==> src/rtl/cordic_rotate_scheduler_if.sv <==
// Requester/result bundle for the shared CORDIC rotation scheduler.
// The scheduler takes the slave view; requesters and result consumers take the master view.
interface cordic_rotate_scheduler_if #(
   parameter int NUM_REQ = 4,
   parameter int ID_W    = 2
);
   logic [NUM_REQ-1:0]    req_valid;
   logic [NUM_REQ-1:0]    req_ready;
   logic [13*NUM_REQ-1:0] req_angle;
   logic [12*NUM_REQ-1:0] req_x;
   logic [12*NUM_REQ-1:0] req_y;
   logic                  res_valid;
   logic [ID_W-1:0]       res_id;
   logic [9:0]            res_x;
   logic [9:0]            res_y;

   modport master (
      output req_valid, req_angle, req_x, req_y,
      input  req_ready, res_valid, res_id, res_x, res_y
   );

   modport slave (
      input  req_valid, req_angle, req_x, req_y,
      output req_ready, res_valid, res_id, res_x, res_y
   );
endinterface

==> src/rtl/cordic_rotate_scheduler.sv <==
// Round-robin scheduler sharing one pipelined CORDIC rotation core between NUM_REQ requesters.
// Each issue carries a tag through a pipeline matched to the core so results return with their requester id.
module cordic_rotate_scheduler #(
   parameter int NUM_REQ        = 4,
   parameter int ID_W           = 2,
   parameter int CORDIC_LATENCY = 3
) (
   input  logic        CLOCK_50,
   input  logic        reset,
   cordic_rotate_scheduler_if.slave bus,
   output logic [12:0] core_a,
   output logic [11:0] core_x,
   output logic [11:0] core_y,
   output logic        core_areset,
   input  logic [9:0]  core_xo,
   input  logic [9:0]  core_yo,
   output logic        busy
);
   // Stage 0 lines up with the registered core operands; the remaining stages span the core latency.
   localparam int TAG_N = CORDIC_LATENCY + 1;

   logic [12:0] angle_arr [NUM_REQ];
   logic [11:0] x_arr     [NUM_REQ];
   logic [11:0] y_arr     [NUM_REQ];

   for (genvar g = 0; g < NUM_REQ; g++) begin : g_unpack
      assign angle_arr[g] = bus.req_angle[13*g +: 13];
      assign x_arr[g]     = bus.req_x[12*g +: 12];
      assign y_arr[g]     = bus.req_y[12*g +: 12];
   end

   logic [ID_W-1:0]            ptr_q, ptr_d;
   logic [ID_W-1:0]            cand, grant_id;
   logic                       found, xfer;
   logic [12:0]                core_a_q, core_a_d;
   logic [11:0]                core_x_q, core_x_d;
   logic [11:0]                core_y_q, core_y_d;
   logic                       core_areset_q, core_areset_d;
   logic [TAG_N-1:0]           tag_v_q, tag_v_d;
   logic [TAG_N-1:0][ID_W-1:0] tag_id_q, tag_id_d;
   logic                       res_valid_q, res_valid_d;
   logic [ID_W-1:0]            res_id_q, res_id_d;
   logic [9:0]                 res_x_q, res_x_d;
   logic [9:0]                 res_y_q, res_y_d;

   always_comb begin
      found    = 1'b0;
      grant_id = ptr_q;
      cand     = ptr_q;
      for (int unsigned off = 0; off < NUM_REQ; off++) begin
         cand = (cand == ID_W'(NUM_REQ - 1)) ? '0 : cand + ID_W'(1);
         if (!found && bus.req_valid[cand]) begin
            found    = 1'b1;
            grant_id = cand;
         end
      end
      xfer          = found && !reset;
      bus.req_ready = '0;
      if (xfer) bus.req_ready[grant_id] = 1'b1;
   end

   always_comb begin
      ptr_d         = ptr_q;
      core_a_d      = core_a_q;
      core_x_d      = core_x_q;
      core_y_d      = core_y_q;
      core_areset_d = reset;
      tag_v_d       = {tag_v_q[TAG_N-2:0], xfer};
      tag_id_d      = {tag_id_q[TAG_N-2:0], (xfer ? grant_id : '0)};
      res_valid_d   = tag_v_q[TAG_N-1];
      res_id_d      = res_id_q;
      res_x_d       = res_x_q;
      res_y_d       = res_y_q;
      if (xfer) begin
         ptr_d    = grant_id;
         core_a_d = angle_arr[grant_id];
         core_x_d = x_arr[grant_id];
         core_y_d = y_arr[grant_id];
      end
      if (tag_v_q[TAG_N-1]) begin
         res_id_d = tag_id_q[TAG_N-1];
         res_x_d  = core_xo;
         res_y_d  = core_yo;
      end
   end

   always_ff @(posedge CLOCK_50) begin
      core_areset_q <= core_areset_d;
      if (reset) begin
         ptr_q       <= ID_W'(NUM_REQ - 1);
         core_a_q    <= '0;
         core_x_q    <= '0;
         core_y_q    <= '0;
         tag_v_q     <= '0;
         tag_id_q    <= '0;
         res_valid_q <= 1'b0;
         res_id_q    <= '0;
         res_x_q     <= '0;
         res_y_q     <= '0;
      end else begin
         ptr_q       <= ptr_d;
         core_a_q    <= core_a_d;
         core_x_q    <= core_x_d;
         core_y_q    <= core_y_d;
         tag_v_q     <= tag_v_d;
         tag_id_q    <= tag_id_d;
         res_valid_q <= res_valid_d;
         res_id_q    <= res_id_d;
         res_x_q     <= res_x_d;
         res_y_q     <= res_y_d;
      end
   end

   assign core_a        = core_a_q;
   assign core_x        = core_x_q;
   assign core_y        = core_y_q;
   assign core_areset   = core_areset_q;
   assign bus.res_valid = res_valid_q;
   assign bus.res_id    = res_id_q;
   assign bus.res_x     = res_x_q;
   assign bus.res_y     = res_y_q;
   assign busy          = (|tag_v_q) | res_valid_q;
endmodule

==> src/flat_wrapper.sv <==
// flat-port wrapper written by rule: the top's interface ports become plain ports
module cordic_rotate_scheduler_flat 
#(
   parameter int NUM_REQ        = 4,
   parameter int ID_W           = 2,
   parameter int CORDIC_LATENCY = 3
)
  (CLOCK_50, reset, core_a, core_x, core_y, core_areset, core_xo, core_yo, busy, bus_req_valid, bus_req_angle, bus_req_x, bus_req_y, bus_req_ready, bus_res_valid, bus_res_id, bus_res_x, bus_res_y);
  cordic_rotate_scheduler_if #(.NUM_REQ(NUM_REQ), .ID_W(ID_W)) bus_i ();
  input  logic CLOCK_50;
  input  logic reset;
  output logic [12:0] core_a;
  output logic [11:0] core_x;
  output logic [11:0] core_y;
  output logic core_areset;
  input  logic [9:0] core_xo;
  input  logic [9:0] core_yo;
  output logic busy;
  input wire logic [$bits(bus_i.req_valid)-1:0] bus_req_valid;
  input wire logic [$bits(bus_i.req_angle)-1:0] bus_req_angle;
  input wire logic [$bits(bus_i.req_x)-1:0] bus_req_x;
  input wire logic [$bits(bus_i.req_y)-1:0] bus_req_y;
  output wire logic [$bits(bus_i.req_ready)-1:0] bus_req_ready;
  output wire logic [$bits(bus_i.res_valid)-1:0] bus_res_valid;
  output wire logic [$bits(bus_i.res_id)-1:0] bus_res_id;
  output wire logic [$bits(bus_i.res_x)-1:0] bus_res_x;
  output wire logic [$bits(bus_i.res_y)-1:0] bus_res_y;
  assign bus_i.req_valid = bus_req_valid;
  assign bus_i.req_angle = bus_req_angle;
  assign bus_i.req_x = bus_req_x;
  assign bus_i.req_y = bus_req_y;
  assign bus_req_ready = bus_i.req_ready;
  assign bus_res_valid = bus_i.res_valid;
  assign bus_res_id = bus_i.res_id;
  assign bus_res_x = bus_i.res_x;
  assign bus_res_y = bus_i.res_y;
  cordic_rotate_scheduler #(.NUM_REQ(NUM_REQ), .ID_W(ID_W), .CORDIC_LATENCY(CORDIC_LATENCY)) u_core (.CLOCK_50(CLOCK_50), .reset(reset), .bus(bus_i), .core_a(core_a), .core_x(core_x), .core_y(core_y), .core_areset(core_areset), .core_xo(core_xo), .core_yo(core_yo), .busy(busy));
endmodule
==> config.mk <==
export PLATFORM = sky130hd
export DESIGN_NAME = cordic_rotate_scheduler_flat
export DESIGN_NICKNAME = d
export VERILOG_FILES = /design/src/rtl/cordic_rotate_scheduler_if.sv /design/src/rtl/cordic_rotate_scheduler.sv /design/src/flat_wrapper.sv
export SDC_FILE = /design/constraint.sdc
export NUM_CORES = 1
export LEC_CHECK = 0
export CORE_UTILIZATION = 45
export CTS_CLUSTER_DIAMETER = 150
export DETAILED_ROUTE_END_ITERATION = 12
export DONT_BUFFER_PORTS = 1
export SYNTH_ARGS = -nofsm -noshare
export SYNTH_HDL_FRONTEND = slang
export SYNTH_SLANG_ARGS = --single-unit
==> constraint.sdc <==
create_clock -name CLOCK_50 -period 2.8 [get_ports CLOCK_50]
set_input_delay 0.56 -clock CLOCK_50 [delete_from_list [all_inputs] [get_ports CLOCK_50]]
set_output_delay 0.56 -clock CLOCK_50 [all_outputs]
set_load 0.02 [all_outputs]
* Word-level counts from Yosys, hierarchy flattened
Index checks and enable logic that the tools add are counted.
Word-level totals: logic and storage cells 75, output and inout bits 66, bits of input ports 174, register bits 75
Cells by class: reduce and logical (&&, ||, !) cells 11, bitwise gates (word level) 3, equal/unequal tests 4, $lt $le $gt $ge 7, $add $sub $neg 4, muxes and demuxes 32
Operators with widths (number):
- $bmux W12 S2 | 2
- $mux W12 | 4
- $bmux W13 S2 | 1
- $mux W13 | 2
- $mux W2 | 8
- $lt A2 B3 Y1 const B | 5
- $mux W1 | 9
- $add A2 B1 Y2 const B | 4
- $bmux W1 S2 | 4
- $eq A2 B2 Y1 const B | 4
- $logic_and A1 B1 Y1 | 5
- $logic_not A1 Y1 | 4
- $mux W4 | 1
- $reduce_or A4 Y1 | 1
- $ge A3 B3 Y1 const B | 1
- $not A2 Y3 | 1
- $demux W1 S2 | 1
- $ge A2 B1 Y1 const B | 1
- $reduce_or A2 Y1 | 1
- $not A1 Y1 | 1
- $or A1 B1 Y1 | 1

* Depth between registers and ports, before layout
Gate-level depths: netlist (run 1).
depth after elaboration 19, depth in mapped cells 11, mapped depth without buffers 8

* Worst setup path before layout (run 1)
No wires, ideal clock.
kind register to output, start point reg u_core.ptr_q[0], end point out bus_req_ready[3], path buffers 3, stages on the path, launching flop included 10, path slack -360 ps, required time 2240 ps, data arrival time 2600 ps, cell sequence dfxtp_1 ha_1 buf_2 mux2i_1 a32o_1 a31oi_1 and2_0 clkbuf_1 buf_2 nor2b_1
Between the ends: cells in the longest elaborated chain, start to end 19, elaborated cells on any way between the ends 41, classes of those cells 4 x add/sub; 2 x order compare; 4 x eq/ne; 23 x mux; 8 x reduce/logical
Ends and longest elaborated chain:
- start, declared | line cordic_rotate_scheduler.sv:32 | logic [ID_W-1:0] ptr_q, ptr_d;
- start signal, assigned | line cordic_rotate_scheduler.sv:90 | ptr_q <= ID_W'(NUM_REQ - 1);
- start signal, assigned | line cordic_rotate_scheduler.sv:101 | ptr_q <= ptr_d;
- parallel branches: the longest is 18 deep, another holds $add A2 B1 Y2
- $mux W4 (*) | line cordic_rotate_scheduler.sv:59 | if (xfer) bus.req_ready[grant_id] = 1'b1;
- end, declared | line flat_wrapper.sv:23 | output wire logic [$bits(bus_i.req_ready)-1:0] bus_req_ready;
Every way passes the cells marked *. The select of a mux whose other input is x is not followed.

* Worst setup path after layout (run 1)
start point reg u_core.ptr_q[1], end point out bus_req_ready[0]
The elaborated chain is that of the path after synthesis.

==> summary.txt, run 1 <==
Outcome
  – Status: complete, but fails checks
  – Failing checks: setup timing

Job
  – Max-Cap Viols: 0

Clocking
  – Clk_lat worst skew: 350 ps
  – CTS tree: done
  – Max clock buf depth: 2
  – Root Driver: clkbuf_8
  – CTS Buf Count: 9
  – Clock transition at the registers of the reported paths: 90 ps
  – Clock sinks: 75
  – CTS H-tree depth: 3

Routing
  – # DRC: 0
  – Final wirelength: 10.21 mm
  – Iter 0 DRT Violations: 98
  – Detail Route Antenna Nets: 0
  – Met1 wire length: 3.909 mm
  – Max layer used: met4
  – TritonRoute pass-1 iters: 4
  – Vias: 2850
  – Wire per inst: 22.10 µm
  – DR WL met3: 742 µm
  – Met2 routed WL: 5.336 mm
  – Vias/cell: 6.169

Floorplanning
  – # IOs: 240
  – Die W: 93.09 µm
  – Core area: 7888 µm²
  – Chip Height: 93.09 µm
  – FP Rows: 32
  – Full die area: 8665 µm²
  – Initial Util: 0.4734

Logic synthesis
  – Async SR Flop Fraction: 0
  – Compound-Gate Fraction of Synth Area: 0.1424
  – Post-synthesis adder-cell area fraction: 0.003351
  – Synth unique cells: 39
  – Number of synthesized register bits: 75
  – Synth Area in XOR/XNOR: 0.004357
  – Largest family of logic cells by synthesized area: multiplexers
  – Ys flop type: dfxtp_1
  – Mapped Cells: 331
  – Synthesized area per cell: 11.28 µm²
  – Mapped Nets: 506
  – Sequential share of the synthesized area: 0.4021
  – Mux cell area share after synthesis: 0.2956
  – Mapped Area: 3734 µm²
  – Simple-Gate Fraction of Synth Area: 0.1056
  – Post-synth EDFFs: 0
  – Yosys Warn Count: 0

STA
  – Final hold vios: 0
  – Worst Skew: 9.048 ps
  – Slew Viols, Final: 0
  – Slew margin rel.: 0.7547
  – Final setup margin: -209.4 ps
  – Crit share post-route: 1.075
  – Final worst path period need: 3009 ps
  – Final setup violation count: 39
  – RSZ-0062 raised after global routing: true
  – Worst Tran Pin Value: 368.0 ps
  – F_max: 332.3 MHz

Power
  – Pleak: 0.001797 µW
  – Pwr dens: 1641 nW/µm²
  – Max IR drop VDD: 0.8123 mV

GRT
  – Largest net degree at the start of global routing: 38
  – Vias in the first global route: 2634
  – Initial antenna violation count: 0
  – GR Overflow Total: 0
  – First-pass GRT wire length: 14.03 mm
  – Gr usage total: 0.2169

Worst setup path
  – CP endpoint: bus_req_ready[0]
  – Terminus of the critical flop-to-flop path: u_core.core_y[11]
  – CP startpoint: u_core.ptr_q[1]
  – WS Path Type: reg -> out
  – CP arrival: 2450 ps
  – RR Startpoint: u_core.ptr_q[1]
  – Startpoint types: register
  – Reg-to-reg setup timing slack: -110 ps
  – Crit-path max FO: 5
  – CP Capture Type: output pin
  – Worst reg2reg path depth: 11
  – CP required: 2240 ps

Placed design
  – Dpl cells: 420
  – Hpwl dp: 6.866 mm
  – Global placer's final weighted congestion: 0.8278
  – Post-DP Area: 3980 µm²
  – Input/output buffers: 0
  – Pre-CTS setup slack: -4.568 ps

Hold path
  – Tightest Hold Check Type: in -> reg

Cells and area
  – Fillers: 657
  – Share of cells above drive strength 1: 0.3259
  – Area of the multi-input gates: 2178 µm²
  – Total area of sequential cells: 1504 µm²
  – Fin area: 4536 µm²
  – Final Instance Count excl. Fillers: 462
  – # nets final: 529
  – Area growth, synth to finish: 21.48%
## critical path: stages (launching register included)
cell and delay [ps]:
dfxtp_2 350, ha_4 310, xor2_4 220, mux2i_2 120
mux2_4 280, a32o_2 250, a22oi_4 220, buf_12 140
and3_4 210
## kinds of logic after synthesis
kind of cell	count (synthesis)
fa+ha+maj	1
simple gates	82
mux	76
buf+inv	34
compound gates	62
flops	75
xor+xnor	1
## power breakdown
group          switching, µW  internal, µW  leakage (µW)
Combinational           1930          2900       0.00109
Sequential               453          1350      0.000617
Clock                    464           345     0.0000947
Total                   2850          4590       0.00180
## area by class of cell
class / count / area share
antenna: 1 / 0.0005517
clock buffer: 9 / 0.02731
tap: 102 / 0.02814
multi-input combinational: 222 / 0.4803
inverter: 4 / 0.003310
timing repair buffer: 42 / 0.1145
sequential: 75 / 0.3316
clock inverter: 7 / 0.01434
## stage by stage
step                      utilization  total power, µW  TNS [ps]  hold WS (ps)
final                          0.5750             7443     -2138         226.1
after global routing           0.5747             7826     -5482         181.5
after CTS                      0.5422             6524    -620.8         200.8
after detailed placement       0.5046             5350    -4.568         425.8
after global placement         0.5046             5306         0         420.0
after floorplan                     -             4736    -24.26         413.8
## worst min path at each step
stage	slack, ps	start	cells after the start	to
2_1_floorplan	410	u_core.tag_id_d[2]	1	u_core.tag_id_d[4]
3_3_place_gp	420	u_core.tag_id_d[7]	1	u_core.tag_id_q[7]
3_5_place_dp	430	u_core.tag_id_d[5]	1	u_core.tag_id_d[7]
4_1_cts	200	reset	0	u_core.core_areset
5_1_grt	180	reset	0	u_core.core_areset
6_report	230	reset	0	u_core.core_areset
## layout by cell type, fill, tap and decap left out, drive strengths merged, types with 9 or more instances in the layout
cell	n
mux2i	36
a221o	11
a22o	27
nand3	24
dfxtp	75
nor2b	13
mux4	26
buf	38
nor2	30
clkbuf	13
mux2	14
inv	9
## flip-flops by register name (all words and copies together), names as in the netlist
register	count
u_core.bus.res_id	2
u_core.bus.res_valid	1
u_core.bus.res_x	10
u_core.bus.res_y	10
u_core.core_a	13
u_core.core_areset	1
u_core.core_x	12
u_core.core_y	12
u_core.ptr_q	2
u_core.tag_id_d	6
u_core.tag_id_q	2
u_core.tag_v_q	4
## layer usage
| metal | vias up | track usage |
|---|---|---|
| met2 | 143 | 0.3640 |
| met4 | 0 | 0.07949 |
| met1 | 1382 | 0.2527 |
| met5 | - | 0 |
| met3 | 17 | 0.08049 |
| li1 | 1308 | - |
## timing repair
action / CTS / global route
cloned: 1 / 5
setup buffers: 9 / 10
gates resized for setup: 7 / 13
hold buffers: 0 / 0
pin swaps: 3 / 6
endpoints found under the setup margin: 8 / 39
## Yosys cell counts (2+ instances only)
cell type	n	share of area
nor2b_1	13	0.022
nor3_1	4	0.0054
mux2_2	14	0.042
nor2_1	30	0.030
clkbuf_1	16	0.016
nand2b_1	2	0.0034
a221o_1	11	0.029
mux2i_1	36	0.097
buf_4	2	0.0040
o211a_1	2	0.0054
inv_1	4	0.0040
nand2_1	4	0.0040
a22o_1	27	0.063
dfxtp_1	75	0.40
a21oi_1	4	0.0054
mux4_2	26	0.16
buf_2	7	0.0094
buf_6	4	0.012
nand3_1	24	0.032
o21ai_0	4	0.0054
a32o_1	2	0.0054
o211ai_1	3	0.0060
Power figures use the tool's default switching activity.
==> run 2, diff against run 1 <==
--- a/config.mk
+++ b/config.mk
@@ -5,6 +5,7 @@
 export SDC_FILE = /design/constraint.sdc
 export NUM_CORES = 1
 export LEC_CHECK = 0
+export CORE_MARGIN = 2
 export CORE_UTILIZATION = 45
 export CTS_CLUSTER_DIAMETER = 150
 export DETAILED_ROUTE_END_ITERATION = 12
==> summary.txt, run 2 (synthesis results as in run 1) <==
Worst setup path
  – Reg-to-reg setup timing slack: -110 ps (about the same)
  – CP startpoint: u_core.ptr_q[1]
  – WS Path Type: reg -> out
  – Worst stage delay on the critical path: 340 ps (about the same)
  – Crit path buffers/inverters: 3 (+2)
  – Critical-path cell list: ha_4, buf_6, buf_4, a21o_1, o211a_1, a32o_2, a22oi_4, buf_12, and3_4
  – Stages on worst setup path: 9 (+1)
  – CP max-delay cell: dfxtp_2
  – CP delay by family, top: compound AO/OA/AOI/OAI gates
  – RR Startpoint: u_core.ptr_q[1]
  – Crit-path max FO: 5 (unchanged)
  – CP arrival: 2440 ps (about the same)
  – Startpoint types: register
  – Terminus of the critical flop-to-flop path: u_core.core_x[10]
  – CP endpoint: bus_req_ready[0]
  – CP Capture Type: output pin
  – Worst reg2reg path depth: 11 (unchanged)
  – CP required: 2240 ps (about the same)

Clocking
  – CTS Buf Count: 9 (unchanged)
  – Clock sinks: 75 (unchanged)
  – Clk_lat worst skew: 340 ps (about the same)
  – CTS H-tree depth: 3 (unchanged)
  – Clock transition at the registers of the reported paths: 90 ps (about the same)
  – Root Driver: clkbuf_8
  – Cts hold-fix bufs: 0 (unchanged)
  – CTS tree: done
  – Max clock buf depth: 2 (unchanged)

Outcome
  – Failing checks: setup timing
  – Status: complete, but fails checks

Cells and area
  – # nets final: 519 (-1.9%)
  – Most common cell after layout, fill and taps aside: dfxtp_1
  – Area growth, synth to finish: 16.09%
  – Diodes inserted: 0 (-1)
  – Total area of sequential cells: 1504 µm² (unchanged)
  – Fillers: 709 (+7.9%)
  – Share of cells above drive strength 1: 0.3009 (-0.02505)
  – Final Instance Count excl. Fillers: 454 (-1.7%)
  – Area of the multi-input gates: 2155 µm² (-1.1%)
  – Commonest cells after routing, fill and taps aside: dfxtp_1, mux2i_1, nor2_1, a22o_1, mux4_2
  – Number of flip-flops in the largest register: 13 (unchanged)
  – Fin area: 4334 µm² (-4.4%)

Routing
  – Wire per inst: 21.49 µm (-2.8%)
  – Final wirelength: 9.758 mm (-4.4%)
  – Detail Route Antenna Nets: 0 (unchanged)
  – # DRC: 0 (unchanged)
  – Vias: 2743 (-3.8%)
  – Vias/cell: 6.042 (-2.1%)
  – Iter 0 DRT Violations: 67 (-32%)
  – TritonRoute pass-1 iters: 6 (+2)

GRT
  – GR Overflow Total: 0 (unchanged)
  – Initial antenna violation count: 0 (unchanged)
  – Largest net degree at the start of global routing: 38 (unchanged)
  – Vias in the first global route: 2685 (+1.9%)
  – Gr usage total: 0.2018 (-0.01510)
  – First-pass GRT wire length: 13.84 mm (-1.3%)

STA
  – Final worst path period need: 2998 ps (-11.45 ps)
  – Worst Skew: 10.33 ps (+1.287 ps)
  – Final hold vios: 0 (unchanged)
  – Final setup violation count: 9 (-77%)
  – RSZ-0062 raised after global routing: true
  – F_max: 333.6 MHz (+0.38%)
  – Slew margin rel.: 0.7634 (+0.008779)
  – Crit share post-route: 1.071 (-0.004088)
  – Worst Tran Pin Value: 353.3 ps (-14.72 ps)
  – Final setup margin: -197.9 ps (+11.45 ps)
  – Slew Viols, Final: 0 (unchanged)

Floorplanning
  – Initial Util: 0.4590 (-0.01434)
  – Chip Height: 95.09 µm (+2.1%)
  – Die W: 95.09 µm (+2.1%)
  – Core area: 8134 µm² (+3.1%)
  – # IOs: 240 (unchanged)
  – Full die area: 9041 µm² (+4.3%)
  – FP Rows: 33 (+3.1%)

Placed design
  – Dpl cells: 424 (+0.95%)
  – Post-DP Area: 3966 µm² (-0.35%)
  – Hpwl dp: 7.196 mm (+4.8%)
  – Input/output buffers: 0 (unchanged)
  – Global placer's final weighted congestion: 0.8534 (+3.1%)

Power
  – Max IR drop VDD: 0.9053 mV (+11%)
  – Pleak: 0.001692 µW (-5.9%)
  – Pwr dens: 1538 nW/µm² (-6.3%)

Job
  – Max-Cap Viols: 0 (unchanged)

Hold path
  – Tightest Hold Check Type: in -> reg
[run 2: where the power goes]
group / internal (µW) / switching (µW) / total, µW
registers: 1350 / 454 / 1800
logic: 2370 / 1700 / 4070
clock network: 345 / 454 / 798
total: 4060 / 2600 / 6670
[run 2: worst min path at each step]
stage | cells after the start | slack, ps | start | to
after CTS | 0 | 210 | reset | u_core.core_areset
after global placement | 1 | 420 | u_core.tag_id_d[5] | u_core.tag_id_d[7]
final | 0 | 240 | reset | u_core.core_areset
after detailed placement | 1 | 420 | u_core.tag_id_d[4] | u_core.tag_id_d[6]
after floorplan | 1 | 410 | u_core.tag_id_d[2] | u_core.tag_id_d[4]
after global routing | 0 | 210 | reset | u_core.core_areset
[run 2: what timing repair did]
| item | 4_1_cts | 5_1_grt |
|---|---|---|
| pin swaps | 5 | 4 |
| setup endpoints to repair | 4 | 39 |
| buffers inserted | 12 | 0 |
| cloned | 1 | 1 |
| gates resized for setup | 8 | 2 |
[run 2: worst reg2reg max path, cell delays in order, from the launching register on]
cell       delay (ps)
dfxtp_2           340
ha_4              270
buf_6             130
buf_4             130
a21o_1            190
o211a_1           220
a32o_2            250
a22oi_4           220
buf_4             160
bufbuf_16         280
mux2_2            340
a221o_1           280
[run 2: metal layers]
| layer | vias up | part of all wire | global-route usage |
|---|---|---|---|
| met4 | 0 | 0.010 | 0.07126 |
| li1 | 1288 | - | - |
| met1 | 1297 | 0.39 | 0.2526 |
| met3 | 10 | 0.093 | 0.05296 |
| met5 | - | 0 | 0 |
| met2 | 148 | 0.51 | 0.3363 |
[run 2: metrics by stage]
step	setup TNS [ps]	total power (µW)	worst slack, ps	util	hold slack (ps)
after floorplan	-24.26	4736	-24.26	-	413.8
after global placement	0	5286	55.70	0.4876	417.6
after CTS	-2437	6597	-240.4	0.5293	213.1
final	-1096	6667	-197.9	0.5328	236.6
after detailed placement	0	5358	9.685	0.4876	423.9
after global routing	-3760	7067	-287.0	0.5328	207.6
[run 2: final cells by class]
class	count	share of cell area
flip-flops and latches	75	0.3470
inverters	4	0.003464
clock inverters	7	0.01617
multi-input cells	222	0.4971
clock buffers	9	0.02858
well taps	105	0.03031
repair buffers	32	0.07737
